===== src/rtl/dom_and_pipe.sv =====
// Order-D domain-oriented masked AND over W parallel lanes.
// Stage 1 registers reshared partial products; stage 2 compresses per domain.
module dom_and_pipe #(
    parameter int D = 1,
    parameter int W = 1,
    localparam int N = D + 1,
    localparam int R = D * (D + 1) / 2
) (
    input  logic           clock_0,
    input  logic           reset_0,
    input  logic           io_en,
    input  logic           io_in_valid,
    input  logic [N*W-1:0] io_i0,
    input  logic [N*W-1:0] io_i1,
    input  logic [R*W-1:0] p_rand,
    output logic [N*W-1:0] io_o0,
    output logic           io_out_valid
);

    function automatic int pair_idx(input int i, input int j);
        return i * N - i * (i + 1) / 2 + (j - i - 1);
    endfunction

    logic [N*N*W-1:0] t_q, t_d;
    logic [N*W-1:0]   o_q, o_d;
    logic             v1_q, v1_d;
    logic             ov_q, ov_d;
    logic [W-1:0]     acc;

    always_comb begin
        t_d  = t_q;
        o_d  = o_q;
        v1_d = v1_q;
        ov_d = ov_q;
        acc  = '0;
        if (io_en) begin
            // Each term t[i][j] is flopped on its own: the glitch barrier
            for (int i = 0; i < N; i++) begin
                for (int j = 0; j < N; j++) begin
                    if (i == j) begin
                        t_d[(i*N+j)*W +: W] = io_i0[i*W +: W] & io_i1[j*W +: W];
                    end else begin
                        t_d[(i*N+j)*W +: W] = (io_i0[i*W +: W] & io_i1[j*W +: W])
                            ^ p_rand[pair_idx(i < j ? i : j, i < j ? j : i)*W +: W];
                    end
                end
            end
            for (int i = 0; i < N; i++) begin
                acc = '0;
                for (int j = 0; j < N; j++) begin
                    acc = acc ^ t_q[(i*N+j)*W +: W];
                end
                o_d[i*W +: W] = acc;
            end
            v1_d = io_in_valid;
            ov_d = v1_q;
        end
    end

    always_ff @(posedge clock_0 or negedge reset_0) begin
        if (!reset_0) begin
            t_q  <= '0;
            o_q  <= '0;
            v1_q <= 1'b0;
            ov_q <= 1'b0;
        end else begin
            t_q  <= t_d;
            o_q  <= o_d;
            v1_q <= v1_d;
            ov_q <= ov_d;
        end
    end

    assign io_o0        = o_q;
    assign io_out_valid = ov_q;

endmodule


===== config.mk =====
export PLATFORM = sky130hd
export DESIGN_NAME = dom_and_pipe
export DESIGN_NICKNAME = d
export VERILOG_FILES = /design/src/rtl/dom_and_pipe.sv
export SDC_FILE = /design/constraint.sdc
export NUM_CORES = 1
export LEC_CHECK = 0
export ABC_AREA = 1
export BUFFER_PORTS_ARGS = -buffer_cell sky130_fd_sc_hd__buf_2
export CORE_AREA = 2 2 39 41
export CTS_CLUSTER_DIAMETER = 100
export DETAILED_ROUTE_END_ITERATION = 16
export DIE_AREA = 0 0 41 43
export SLEW_MARGIN = 20
export SYNTH_ARGS = -nofsm -noshare
export SYNTH_HDL_FRONTEND = slang
export SYNTH_SLANG_ARGS = --single-unit
export TNS_END_PERCENT = 10

===== constraint.sdc =====
create_clock -name clock_0 -period 0.8 [get_ports clock_0]
set_input_delay 0.08 -clock clock_0 [delete_from_list [all_inputs] [get_ports clock_0]]
set_output_delay 0.08 -clock clock_0 [all_outputs]
set_load 0.1 [all_outputs]

==> key figures <==
Logic synthesis
  – Syn Nets: 56
  – Cell Area, Synth: about 370 um^2
  – Synth cell types: 6
  – Ys Warns: 0
  – Synth Register Bits: 8
  – Synthesized instance count: between 40 and 50
  – Seq/Total Area, Yosys: 0.546
  – Post-Synthesis Mean Instance Area: 7.80 um^2

Global routing
  – First-pass GRT wire length: approximately 1300 um
  – GRT overflow: 0
  – GRT Total Usage: 0.115
  – Number of global-route vias before repair: ~320
  – Initial antenna violation count: 0
  – Largest net degree at the start of global routing: 12

Pwr
  – Power, Total: between 1 and 1.5 mW
  – PD cells: approximately 2300 nW/um^2
  – Maximum vdd drop: around 690 uV
  – Cell leakage power: between 0.2 and 0.3 nW

Critical path
  – Nature of the critical path startpoint: flop
  – Critical-path cell list: buf_12
  – RR Startpoint: io_out_valid$_DFFE_PN0P_
  – Critical path fanouts, max: 2
  – Worst path bufs/invs: 1
  – Crit-path max cell delay: approximately 0.5 ns
  – R2r setup slk: about 0.09 ns
  – Critical Path End Type: output pin
  – Top delay family on crit path: flip-flops
  – Kind of critical path: reg2out
  – Reg2Reg Depth: 2
  – CP max stage cell: dfrtp_4
  – RR Endpoint: io_out_valid$_DFFE_PN0P_
  – Worst Path Arrival: 0.92 ns
  – Crit path required time: 0.72 ns

Timing
  – Hold Fails Final Rpt: 0
  – Worst Tran Pin Value: 0.187 ns
  – Slew HR: 0.875
  – Setup TNS Final: -0.584 ns
  – Period Utilization, post-route: 1.25
  – RSZ-0062 raised after global routing: true
  – Final slew viol count: 0
  – Post-route clock skew: 0.00524 ns
  – # setup viols final: 3
  – Max Clk Rate: 1000 MHz
  – Final worst slack: -0.197 ns
  – Final min period: ~1.0 ns

Clocking
  – Clk root buf: clkbuf_4
  – CTS Sinks: 8
  – H-Tree Depth: 1
  – Clock buffer count from CTS: 3
  – Clock latency on the worst-skew pair: roughly 0.26 ns
  – Clock Pin Slew Worst Setup and Hold Paths: ~0.060 ns
  – Post_cts resized: 0
  – CTS tree: built
  – Max Buffers Root-to-Sink: 2

Status
  – Status: finished with violations
  – Failing checks: negative setup slack

Die
  – Core footprint: between 1000 and 1500 um^2
  – DIE HEIGHT: approximately 43 um
  – Die X: slightly above 40 um
  – Die footprint: approximately 1800 um^2
  – Total I/O pin count: 12
  – Initial core utilization: 0.265
  – Site Rows: 14

Placement
  – IO buf count: 11
  – Placed Instances: 73
  – Hpwl dp: between 400 and 500 um
  – Dpl ws: 0.0796 ns
  – Placed inst area: 487 um^2
  – Gpl congestion: around 0.67

Drt
  – Post-DRT Antenna Nets: 0
  – Routed Wire Length: 673 um
  – Post-DR vias/cell: 4.27
  – Drt pass-1 iters: 4
  – Avg WL per Cell: 8.63 um
  – Starting DRT DRC Count: 5
  – DRC: 0
  – Vias post-DR: between 300 and 400

Hold path
  – Hold path start: io_in_valid
  – Hold Path Class: in2reg
  – Hold endpoint: v1_q$_DFFE_PN0P_
  – Hold depth: 3

Cells and area
  – Ant diodes: 0
  – Final-stage net count: 72
  – Layout area overhead: 42.7%
  – Design Area, Final: 523 um^2
  – Most frequent cells in the layout: nand2_1 (22), nand3_1 (8), buf_2 (8)
  – Layout cell share with drive strength beyond 1: 0.274
  – Fin cells: 78
  – Most common cell after layout, fill and taps aside: nand2_1

Job
  – MaxCap Viol Count: 0
kinds of logic (layout without fill, tap and decap cells):
logic type / count (synthesis) / in the layout / share of synthesized area
buffers and inverters: 7 / 22 / 0.0921
flip-flops: 8 / 8 / 0.546
AND/OR/NAND/NOR: 30 / 30 / 0.334
AO/OA/AOI/OAI: 2 / 2 / 0.0273
layout make-up:
type,count,area (um^2)
clock buffers,4,26.3
fillers,153,861
inverters,6,22.5
multi-input cells,32,133
flip-flops and latches,8,211
well taps,16,20.0
repair buffers,12,110
metrics by stage:
stage	utilization	hold WS, ns
global route	0.378	0.0527
global placement	0.352	-0.0701
floorplan	-	-0.216
finish	0.378	0.0332
detailed placement	0.352	-0.0693
CTS	0.378	0.0307
flip-flops by register name, summed over array words and instances (netlist names):
register      count
t_q               4
v1_q              1
io_out_valid      1
io_o0             2
cell usage after synthesis:
| master | count | area share |
|---|---|---|
| nand2_1 | 22 | 0.23 |
| dfrtp_1 | 8 | 0.55 |
| nand3_1 | 8 | 0.11 |
| inv_1 | 6 | 0.061 |
| o21ai_0 | 2 | 0.027 |
| buf_6 | 1 | 0.031 |
power by group:
part           internal (mW)  leakage (nW)  switching, mW  total (mW)
Clock                  0.192        0.0150          0.150       0.342
Combinational          0.129         0.166          0.230       0.358
Sequential             0.463        0.0955         0.0350       0.498
Total                  0.783         0.277          0.415        1.20
tightest hold or removal path: cells and delay by family:
family | cells | cell delay [ns]
buf+inv | 1 | 0.08
simple gates | 2 | 0.10
what timing repair did:
item                                   4_1_cts  5_1_grt
setup buffers                                0        0
hold buffers                                 1        0
setup endpoints to repair                    3        3
cloned                                       0        0
endpoints found under the hold margin        8        0
how the worst max path moves through the flow:
stage                                  start              endpoint  slack (ns)  depth (start not counted)
global placement        io_o0[0]$_DFFE_PN0P_              io_o0[0]        0.09                          1
finish              io_out_valid$_DFFE_PN0P_          io_out_valid       -0.20                          1
floorplan               io_o0[0]$_DFFE_PN0P_  io_o0[0]$_DFFE_PN0P_       -0.05                          2
global route        io_out_valid$_DFFE_PN0P_          io_out_valid       -0.21                          1
CTS                     io_o0[0]$_DFFE_PN0P_              io_o0[0]       -0.20                          1
detailed placement      io_o0[1]$_DFFE_PN0P_              io_o0[1]        0.08                          1
metal layers:
layer	part of all wire	global-route usage	vias to the layer above	wire length [um]
met5	0	0	-	0
met4	0.053	0.140	0	36
met3	0.085	0.0314	4	57
met2	0.39	0.134	15	260
met1	0.47	0.143	136	318
li1	-	-	178	-
Power figures use the tool's default switching activity.
